$ cat src/rtl/arkanoid_pkg.sv
// Shared constants and types for the ball motion block.
package arkanoid_pkg;

  localparam int COORD_W  = 10;
  localparam int SCREEN_W = 640;
  localparam int SCREEN_H = 480;
  localparam int RADIUS   = 8;
  localparam int SPEED    = 2;
  localparam int PADDLE_Y = 440;
  localparam int PADDLE_W = 64;
  localparam int START_X  = 320;
  localparam int START_Y  = 400;

  typedef enum logic [2:0] {
    ST_IDLE   = 3'd0,
    ST_STEP   = 3'd1,
    ST_BRICK  = 3'd2,
    ST_NEXT   = 3'd3,
    ST_COMMIT = 3'd4
  } state_e;

  // dxn/dyn: 1 = moving towards smaller coordinates
  typedef struct packed {
    logic [COORD_W-1:0] x;
    logic [COORD_W-1:0] y;
    logic               dxn;
    logic               dyn;
  } ball_t;

endpackage

$ cat src/rtl/ball_step.sv
// One-frame step of a single ball: move, bounce off walls, catch on the paddle.
module ball_step
  import arkanoid_pkg::*;
(
  input  ball_t              ball_i,
  input  logic [COORD_W-1:0] paddle_x_i,
  output ball_t              ball_o,
  output logic               lost_o
);

  localparam logic signed [10:0] R_S    = 11'(RADIUS);
  localparam logic signed [10:0] SP_S   = 11'(SPEED);
  localparam logic signed [10:0] XMAX_S = 11'(SCREEN_W - 1);
  localparam logic signed [10:0] YMAX_S = 11'(SCREEN_H - 1);
  localparam logic signed [10:0] PY_S   = 11'(PADDLE_Y);
  localparam logic [11:0]        PW_U   = 12'(PADDLE_W);
  localparam logic [11:0]        PH_U   = 12'(PADDLE_W / 2);

  logic signed [10:0] x_s, y_s, nx, ny;
  logic [11:0]        nx_u, px_lo;

  // Candidate position, walls first, then the paddle (range compare kept unsigned 12b so it cannot wrap)
  always_comb begin
    ball_o = ball_i;
    lost_o = 1'b0;
    x_s    = $signed({1'b0, ball_i.x});
    y_s    = $signed({1'b0, ball_i.y});
    nx     = ball_i.dxn ? x_s - SP_S : x_s + SP_S;
    ny     = ball_i.dyn ? y_s - SP_S : y_s + SP_S;
    if (nx - R_S < 11'sd0) begin
      nx         = R_S;
      ball_o.dxn = 1'b0;
    end
    if (nx + R_S > XMAX_S) begin
      nx         = XMAX_S - R_S;
      ball_o.dxn = 1'b1;
    end
    if (ny - R_S < 11'sd0) begin
      ny         = R_S;
      ball_o.dyn = 1'b0;
    end
    if (ny - R_S > YMAX_S) begin
      lost_o = 1'b1;
    end
    nx_u  = {1'b0, nx};
    px_lo = {2'b00, paddle_x_i};
    if (!ball_i.dyn && (y_s + R_S < PY_S) && (ny + R_S >= PY_S) &&
        (nx_u >= px_lo) && (nx_u < px_lo + PW_U)) begin
      ny         = PY_S - R_S - 11'sd1;
      ball_o.dyn = 1'b1;
      ball_o.dxn = (nx_u < px_lo + PH_U);
    end
    ball_o.x = nx[COORD_W-1:0];
    ball_o.y = ny[COORD_W-1:0];
  end

endmodule

$ cat src/rtl/ball_motion.sv
// Per-frame ball update for up to two balls with brick queries and atomic commit.
//
//  state     | meaning
//  ----------+-------------------------------------------------------------
//  ST_IDLE   | waiting for frame_tick
//  ST_STEP   | step ball idx into its shadow slot
//  ST_BRICK  | hold brick query for ball idx until ack, apply reflections
//  ST_NEXT   | advance to ball 1, or go commit after ball 1
//  ST_COMMIT | copy shadows to outputs, then pending launch, then pending split
module ball_motion
  import arkanoid_pkg::*;
(
  input  logic               clk_i,
  input  logic               rst_ni,
  input  logic               frame_tick_i,
  input  logic               launch_i,
  input  logic               split_i,
  input  logic [COORD_W-1:0] paddle_x_i,
  output logic               brk_req_o,
  output logic [COORD_W-1:0] brk_x_o,
  output logic [COORD_W-1:0] brk_y_o,
  input  logic               brk_ack_i,
  input  logic               brk_hit_x_i,
  input  logic               brk_hit_y_i,
  output logic [COORD_W-1:0] x1_o,
  output logic [COORD_W-1:0] y1_o,
  output logic [COORD_W-1:0] x2_o,
  output logic [COORD_W-1:0] y2_o,
  output logic [1:0]         active_o,
  output logic [5:0]         radius_o,
  output logic [1:0]         lost_o,
  output logic               busy_o
);

  state_e     state_q, state_d;
  logic       idx_q, idx_d;
  ball_t      ball_q [2];
  ball_t      ball_d [2];
  ball_t      sh_q   [2];
  ball_t      sh_d   [2];
  logic [1:0] act_q, act_d;
  logic [1:0] sh_act_q, sh_act_d;
  logic [1:0] lost_q, lost_d;
  logic       launch_pend_q, launch_pend_d;
  logic       split_pend_q, split_pend_d;
  logic [1:0] act_c;
  ball_t      step_ball;
  logic       step_lost;

  ball_step u_step (
    .ball_i     (ball_q[idx_q]),
    .paddle_x_i (paddle_x_i),
    .ball_o     (step_ball),
    .lost_o     (step_lost)
  );

  // Frame sequencer: next state, shadow updates and commit
  always_comb begin
    state_d       = state_q;
    idx_d         = idx_q;
    ball_d        = ball_q;
    sh_d          = sh_q;
    act_d         = act_q;
    sh_act_d      = sh_act_q;
    lost_d        = lost_q;
    launch_pend_d = launch_pend_q | launch_i;
    split_pend_d  = split_pend_q | split_i;
    act_c         = sh_act_q;
    brk_req_o     = 1'b0;
    lost_o        = 2'b00;
    case (state_q)
      ST_IDLE: begin
        if (frame_tick_i) begin
          state_d  = ST_STEP;
          idx_d    = 1'b0;
          sh_act_d = act_q;
          lost_d   = 2'b00;
        end
      end
      ST_STEP: begin
        if (act_q[idx_q]) begin
          sh_d[idx_q] = step_ball;
          if (step_lost) begin
            sh_act_d[idx_q] = 1'b0;
            lost_d[idx_q]   = 1'b1;
            state_d         = ST_NEXT;
          end else begin
            state_d = ST_BRICK;
          end
        end else begin
          sh_d[idx_q] = ball_q[idx_q];
          state_d     = ST_NEXT;
        end
      end
      ST_BRICK: begin
        brk_req_o = 1'b1;
        if (brk_ack_i) begin
          if (brk_hit_x_i) begin
            sh_d[idx_q].x   = ball_q[idx_q].x;
            sh_d[idx_q].dxn = ~sh_q[idx_q].dxn;
          end
          if (brk_hit_y_i) begin
            sh_d[idx_q].y   = ball_q[idx_q].y;
            sh_d[idx_q].dyn = ~sh_q[idx_q].dyn;
          end
          state_d = ST_NEXT;
        end
      end
      ST_NEXT: begin
        if (!idx_q) begin
          idx_d   = 1'b1;
          state_d = ST_STEP;
        end else begin
          state_d = ST_COMMIT;
        end
      end
      ST_COMMIT: begin
        lost_o    = lost_q;
        ball_d[0] = sh_q[0];
        ball_d[1] = sh_q[1];
        if (launch_pend_d && (act_c == 2'b00)) begin
          ball_d[0].x   = COORD_W'(START_X);
          ball_d[0].y   = COORD_W'(START_Y);
          ball_d[0].dxn = 1'b0;
          ball_d[0].dyn = 1'b1;
          act_c[0]      = 1'b1;
        end
        if (split_pend_d && (act_c == 2'b01)) begin
          ball_d[1].x   = ball_d[0].x;
          ball_d[1].y   = ball_d[0].y;
          ball_d[1].dxn = ~ball_d[0].dxn;
          ball_d[1].dyn = ball_d[0].dyn;
          act_c[1]      = 1'b1;
        end
        act_d         = act_c;
        launch_pend_d = 1'b0;
        split_pend_d  = 1'b0;
        state_d       = ST_IDLE;
      end
      default: state_d = ST_IDLE;
    endcase
  end

  // State, committed and shadow registers
  always_ff @(posedge clk_i or negedge rst_ni) begin
    if (!rst_ni) begin
      state_q       <= ST_IDLE;
      idx_q         <= 1'b0;
      ball_q[0]     <= '0;
      ball_q[1]     <= '0;
      sh_q[0]       <= '0;
      sh_q[1]       <= '0;
      act_q         <= 2'b00;
      sh_act_q      <= 2'b00;
      lost_q        <= 2'b00;
      launch_pend_q <= 1'b0;
      split_pend_q  <= 1'b0;
    end else begin
      state_q       <= state_d;
      idx_q         <= idx_d;
      ball_q        <= ball_d;
      sh_q          <= sh_d;
      act_q         <= act_d;
      sh_act_q      <= sh_act_d;
      lost_q        <= lost_d;
      launch_pend_q <= launch_pend_d;
      split_pend_q  <= split_pend_d;
    end
  end

  assign brk_x_o  = sh_q[idx_q].x;
  assign brk_y_o  = sh_q[idx_q].y;
  assign x1_o     = ball_q[0].x;
  assign y1_o     = ball_q[0].y;
  assign x2_o     = ball_q[1].x;
  assign y2_o     = ball_q[1].y;
  assign active_o = act_q;
  assign radius_o = 6'(RADIUS);
  assign busy_o   = (state_q != ST_IDLE);

endmodule

$ cat config.mk
export PLATFORM = sky130hd
export DESIGN_NAME = ball_motion
export DESIGN_NICKNAME = d
export VERILOG_FILES = /design/src/rtl/arkanoid_pkg.sv /design/src/rtl/ball_step.sv /design/src/rtl/ball_motion.sv
export SDC_FILE = /design/constraint.sdc
export NUM_CORES = 1
export LEC_CHECK = 0
export BUFFER_PORTS_ARGS = -buffer_cell sky130_fd_sc_hd__buf_2
export CAP_MARGIN = 5
export CELL_PAD_IN_SITES_DETAIL_PLACEMENT = 1
export CELL_PAD_IN_SITES_GLOBAL_PLACEMENT = 1
export CORE_MARGIN = 4
export CORE_UTILIZATION = 45
export DETAILED_ROUTE_END_ITERATION = 8
export PLACE_DENSITY = 0.84
export SETUP_SLACK_MARGIN = 0.3
export SLEW_MARGIN = 0
export SYNTH_ARGS = -nofsm -noshare
export SYNTH_HDL_FRONTEND = slang
export SYNTH_SLANG_ARGS = --single-unit
$ cat constraint.sdc
create_clock -name clk_i -period 10.55 [get_ports clk_i]
set_clock_uncertainty 0.05 [all_clocks]
set_input_delay 1.055 -clock clk_i [delete_from_list [all_inputs] [get_ports clk_i]]
set_output_delay 1.055 -clock clk_i [all_outputs]
set_load 0.02 [all_outputs]
==> flow_summary.json, run 1 <==
{
  "postCtsHoldBufs": 0,
  "cts_sinks": 100,
  "dieArea_um2": 19870,
  "post_cts_resized": 0,
  "period_share": 0.8546,
  "synth_cell_types": 87,
  "max_clock_freq_mhz": 110.9,
  "hold_depth": 1,
  "vias": 7437,
  "relSlewSlack": 0.1195,
  "synth_area_leader_cell": "dfrtp_1",
  "synthDominantCellAreaShare": 0.3145,
  "seq_area_um2": 2504,
  "crit_type": "flop to flop",
  "reg2reg_depth": 29,
  "netlist_area_um2": 7956,
  "cp-end-kind": "flop",
  "die_y_um": 141.0,
  "slew_violations": 0,
  "ys.warnings.count": 0,
  "tns_ns": 0,
  "portBuffers": 83,
  "rsz0062_at_grt": "no",
  "setup-violations-final": 0,
  "grt_usage": 0.2569,
  "required_ns": 10.75,
  "cp_top_family": "compound AO/OA/AOI/OAI gates",
  "start_util": 0.4600,
  "grt_pass1_wl_um": 41280,
  "synth_edf_count": 0,
  "hold_path_class": "flop to flop",
  "yosysMostFrequentCell": "nand2_1",
  "crit_path_max_fanout": 28,
  "synthArstFlopShare": 1.000,
  "rows": 48,
  "cap_viol_max_count": 0,
  "cts_tree": "built",
  "detail_route.first_pass.iterations": 5,
  "place_hpwl_um": 18450,
  "status": "finished, final reports clean",
  "synth_flop_cell": "dfrtp_1",
  "antenna_cells": 0,
  "worstReg2RegStart": "idx_q$_DFFE_PN0P_",
  "ys_seq_elements": 100,
  "vias_per_cell": 6.292,
  "multi_input_area_um2": 4803,
  "grt_max_degree": 66,
  "cpMaxStageDelayCell": "dfrtp_2",
  "clock_latency_ns": 0.35,
  "min_to": "lost_q[0]$_DFFE_PN0P_",
  "worst_slew_pin_slew_ns": 1.321,
  "antenna_found_initial": 0,
  "reg2reg_slack_ns": 1.53,
  "initialDrtViolationCount": 502,
  "fill_cells": 2149,
  "io_pins": 90,
  "grt_pass1_vias": 7450,
  "h-tree-depth": 3,
  "core_area_um2": 17300,
  "numCtsBuffers": 9,
  "syn_avg_cell_area_um2": 8.464,
  "synth.area.top_cells": "dfrtp_1 31%, ha_1 7.4%, nand2_1 4.9%, mux2_2 4.7%, buf_4 4.4%",
  "fp.dieW_um": 141.0,
  "routedWlPerCell_um": 21.52,
  "drc": 0,
  "cp_num_buf_inv": 4,
  "wirelength_um": 25440,
  "grt_overflow": 0,
  "clock_path_buffers": 2,
  "finalNetCount": 1020,
  "synth_commonest_cells": "103 x nand2_1, 100 x dfrtp_1, 80 x nor2_1",
  "clk_pin_slew_worst_paths_ns": 0.07,
  "crit_path_start_kind": "flop",
  "min-delay-start": "lost_q[0]$_DFFE_PN0P_",
  "cp.arrival_ns": 9.21,
  "post-cts-setup-buffer-count": 0,
  "drive_above_1_share": 0.1891,
  "ant_nets": 0,
  "min_period_ns": 9.016,
  "r2r_end": "sh_q[9]$_DFFE_PN0P_",
  "yosysSeqAreaShare": 0.3145,
  "syn2layout_area_growth_pct": 6.794,
  "report.final.hold_viol_count": 0,
  "gp_congestion": 0.9053,
  "synthCells": 940,
  "max_stage_delay_ns": 0.81,
  "cts_root_buf": "clkbuf_16"
}
## worst reg2reg max path, delay by kind of cell, from the launching register on
family	cells	cell delay (ns)
compound gates	14	3.95
fa+ha+maj	4	1.41
buf+inv	4	0.66
flops	1	0.81
mux	1	0.53
simple gates	6	1.51
## registers in the layout, summed over array words and instances, names as in the netlist, 2 cells and up
signal	cells
lost_q	2
y1_o	10
y2_o	10
sh_act_q	2
sh_q	44
ball_q	4
active_o	2
x1_o	10
state_q	3
x2_o	10
## worst max path at each step
stage / cells after the start / startpoint / to / slack (ns)
after CTS: 29 / idx_q$_DFFE_PN0P_ / sh_q[9]$_DFFE_PN0P_ / 1.56
after global placement: 29 / idx_q$_DFFE_PN0P_ / sh_q[9]$_DFFE_PN0P_ / 2.12
after detailed placement: 29 / idx_q$_DFFE_PN0P_ / sh_q[9]$_DFFE_PN0P_ / 1.60
final: 29 / idx_q$_DFFE_PN0P_ / sh_q[9]$_DFFE_PN0P_ / 1.53
after floorplan: 37 / idx_q$_DFFE_PN0P_ / sh_q[22]$_DFFE_PN0P_ / 2.56
after global routing: 29 / idx_q$_DFFE_PN0P_ / sh_q[9]$_DFFE_PN0P_ / 0.80
## cell usage in the layout (no fill, tap or decap), drive strengths merged, types with 4 or more instances in the layout
cell type	n
nor3b	6
dfrtp	100
or3	7
o31ai	13
nand3	44
and3	4
inv	34
o21ai	61
clkbuf	11
ha	47
xor2	6
conb	6
a22oi	42
nor4	6
a21o	11
or2	6
mux2	34
nand4	10
xnor2	10
nor3	22
mux2i	9
a211o	5
a211oi	10
nand2b	9
o221ai	4
o211ai	10
a21oi	46
o21a	10
o22ai	5
nor2	81
nand2	103
a31oi	18
and2	6
nor2b	9
buf	93
## kinds of logic after synthesis
family | count (synthesis) | share of synthesized area
buffers and inverters | 130 | 0.08523
DFF | 100 | 0.3145
xor gates and xnor gates | 16 | 0.01761
muxes | 43 | 0.06039
other | 2 | 0.0009439
adders and majority gates | 49 | 0.07894
and+or+nand+nor | 326 | 0.1974
AOI/OAI and AO/OA | 274 | 0.2450
## layout make-up
class,instances,share of cell area
clock inverter,4,0.006037
timing repair buffer,93,0.05802
inverter,35,0.01546
sequential,100,0.2947
multi-input combinational,714,0.5653
tap,225,0.03313
clock buffer,11,0.02739
## through the flow
stage | worst slack (ns) | hold WS (ns) | cell area (um^2) | util | cells
global route | 0.8014 | 0.4761 | 8497 | 0.4912 | 1182
floorplan | 2.561 | 0.3918 | 7971 | - | 944
global placement | 2.117 | 0.4131 | 8213 | 0.4748 | 1167
CTS | 1.561 | 0.4581 | 8497 | 0.4912 | 1182
finish | 1.534 | 0.4529 | 8497 | 0.4912 | 1182
detailed placement | 1.602 | 0.4409 | 8213 | 0.4748 | 1167
## metal layers
metal,GRT usage,part of all wire
met1,0.3514,0.45
met2,0.4171,0.47
met3,0.05427,0.065
met4,0.06374,0.019
met5,0,0
Power of run 1 is not shown: default switching activity piles up to over one toggle a cycle in this logic, so the estimate is an artifact.
==> run 2: changes to the inputs <==
Settings changed: CORE_UTILIZATION 45 to 47, PLACE_DENSITY 0.84 to 0.85, SYNTH_HIERARCHICAL from default to 1.
==> run 2 against run 1 <==
Effect of this change:
- final area is 4.4% higher
- critical path depth is 1 higher
- area after synthesis is 5.3% higher
- fmax is 4.7% higher
- synthesized cell count is 6.7% lower
- first-iteration DRC count is 14% lower
- via count is 6.5% lower
==> flow_summary.json, run 2 <==
{
  "status": "finished, final reports clean",
  "postCtsHoldBufs": 0,
  "rows": 48,
  "synth_commonest_cells": "100 x dfrtp_1, 72 x nor2_1, 58 x nand3_1",
  "crit_path_start_kind": "flop",
  "finalNetCount": 959,
  "regMostFlops": "sh_q",
  "slew_violations": 0,
  "ant_nets": 0,
  "post_cts_resized": 0,
  "portBuffers": 83,
  "grt_usage": 0.2539,
  "synthDominantCellAreaShare": 0.2986,
  "clock_path_buffers": 2,
  "yosysSeqAreaShare": 0.2986,
  "cp_num_buf_inv": 0,
  "cp-end-kind": "flop",
  "drc": 0,
  "h-tree-depth": 3,
  "cp_top_family": "compound AO/OA/AOI/OAI gates",
  "ys_seq_elements": 100,
  "wirelength_um": 25350,
  "setup_ws_ns": 1.935,
  "hold_path_class": "flop to flop",
  "place_hpwl_um": 18040,
  "preCtsSetupSlack_ns": 2.129,
  "drive_above_1_share": 0.2489,
  "required_ns": 10.79,
  "synth_edf_count": 0,
  "die_y_um": 141.5,
  "syn2layout_area_growth_pct": 5.853,
  "cp.arrival_ns": 8.85,
  "detail_route.first_pass.iterations": 5,
  "synth_area_leader_cell": "dfrtp_1",
  "tns_ns": 0,
  "worst_path_most_repeated_cell": "ha_1",
  "fill_cells": 2015,
  "synth_xor_area_frac": 0.02300,
  "synth.area.top_cells": "dfrtp_1 30%, ha_1 7.2%, mux2_4 7.2%, mux2_2 5.9%, mux2i_1 5.9%",
  "setup-violations-final": 0,
  "fp.dieW_um": 141.5,
  "period_share": 0.8166,
  "cts_sinks": 100,
  "min_period_ns": 8.615,
  "rsz0062_at_grt": "no",
  "yosysMostFrequentCell": "dfrtp_1",
  "synth_cell_types": 79,
  "vias": 6951,
  "worst_slew_pin_slew_ns": 1.223,
  "start_util": 0.4828,
  "antenna_found_initial": 0,
  "post-route-util": 0.5110,
  "post-cts-setup-buffer-count": 0,
  "core_area_um2": 17360,
  "numCtsBuffers": 9,
  "max_clock_freq_mhz": 116.1,
  "grt_pass1_wl_um": 40620,
  "synthArstFlopShare": 1.000,
  "synth-compound-area-share": 0.1819,
  "clk_pin_slew_worst_paths_ns": 0.07,
  "cpMaxStageDelayCell": "dfrtp_4",
  "report.final.hold_viol_count": 0,
  "grt_max_degree": 58,
  "synth_mux_area_frac": 0.1893,
  "clock_latency_ns": 0.37,
  "netlist_area_um2": 8379,
  "synth-adder-area-share": 0.07645,
  "synth_top_family_by_area": "multiplexers",
  "synthCells": 877,
  "multi_input_area_um2": 5218,
  "cts_root_buf": "clkbuf_16",
  "ys.warnings.count": 6,
  "crit_path_max_fanout": 25,
  "vias_per_cell": 6.201,
  "max_stage_delay_ns": 0.66,
  "io_pins": 90,
  "initialDrtViolationCount": 432,
  "seq_area_um2": 2506,
  "gp_congestion": 0.8737,
  "reg2reg_slack_ns": 1.93,
  "routedWlPerCell_um": 22.61,
  "final_cell_mix": "99 x dfrtp_1, 82 x buf_2, 72 x nor2_1, 58 x nand3_1, 49 x mux2i_1",
  "relSlewSlack": 0.1786,
  "cts_tree": "built",
  "crit_type": "flop to flop",
  "grt_pass1_vias": 7194,
  "grt_overflow": 0,
  "layout_commonest_cell": "dfrtp_1",
  "synth_flop_cell": "dfrtp_1",
  "dieArea_um2": 20030,
  "syn_avg_cell_area_um2": 9.554,
  "hold_ws_ns": 0.4633,
  "largest_reg_flops": 44,
  "cap_viol_max_count": 0,
  "yosys.area_share.simple": 0.1486,
  "antenna_cells": 0
}
## run 2: path summary, 6_finish.rpt
kind | start | endpoint | cells after the start
worst max register to register | idx_q$_DFFE_PN0P_ | sh_q[23]$_DFFE_PN0P_ | 30
worst max-delay path | idx_q$_DFFE_PN0P_ | sh_q[23]$_DFFE_PN0P_ | 30
worst min-delay path | split_pend_q$_DFF_PN0_ | split_pend_q$_DFF_PN0_ | 2
max in group asynchronous | rst_ni | sh_q[42]$_DFFE_PN0P_ | 2
min in group asynchronous | rst_ni | y1_o[3]$_DFFE_PN0N_ | 1
worst min register to register | split_pend_q$_DFF_PN0_ | split_pend_q$_DFF_PN0_ | 2
## run 2: area by class of cell
cell class | count | share of cell area
Clock buffer | 10 | 0.02694
Clock inverter | 6 | 0.006066
Inverter | 23 | 0.009733
Multi-Input combinational cell | 665 | 0.5882
Sequential cell | 100 | 0.2825
Tap cell | 225 | 0.03174
Timing Repair Buffer | 92 | 0.05473
## run 2: worst min-delay path, stage by stage (launching register included)
cell     delay, ns
dfrtp_1       0.35
nor2_1        0.06
nor2_1        0.07
## run 2: through the flow
| step | instance area (um^2) | std cells |
|---|---|---|
| 4_1_cts | 8870 | 1121 |
| 3_3_place_gp | 8577 | 1105 |
| 3_5_place_dp | 8577 | 1105 |
| 2_1_floorplan | 8394 | 881 |
| 5_1_grt | 8870 | 1121 |
| 6_report | 8870 | 1121 |
## run 2: cell families (layout without fill, tap and decap cells)
| family | after synthesis | in the layout |
|---|---|---|
| other cells | 2 | 6 |
| compound gates | 210 | 210 |
| xor+xnor | 22 | 22 |
| mux | 133 | 133 |
| buf+inv | 116 | 131 |
| flops | 100 | 100 |
| fa+ha+maj | 50 | 50 |
| simple gates | 244 | 244 |
## run 2: per-layer routing
| layer | vias up | track usage | routed length, um |
|---|---|---|---|
| met4 | 0 | 0.06717 | 464 |
| met1 | 3543 | 0.3441 | 11460 |
| li1 | 3197 | - | - |
| met2 | 179 | 0.4279 | 12440 |
| met5 | - | 0 | 0 |
| met3 | 32 | 0.03472 | 985 |
Power of run 2 is left out for the same reason.
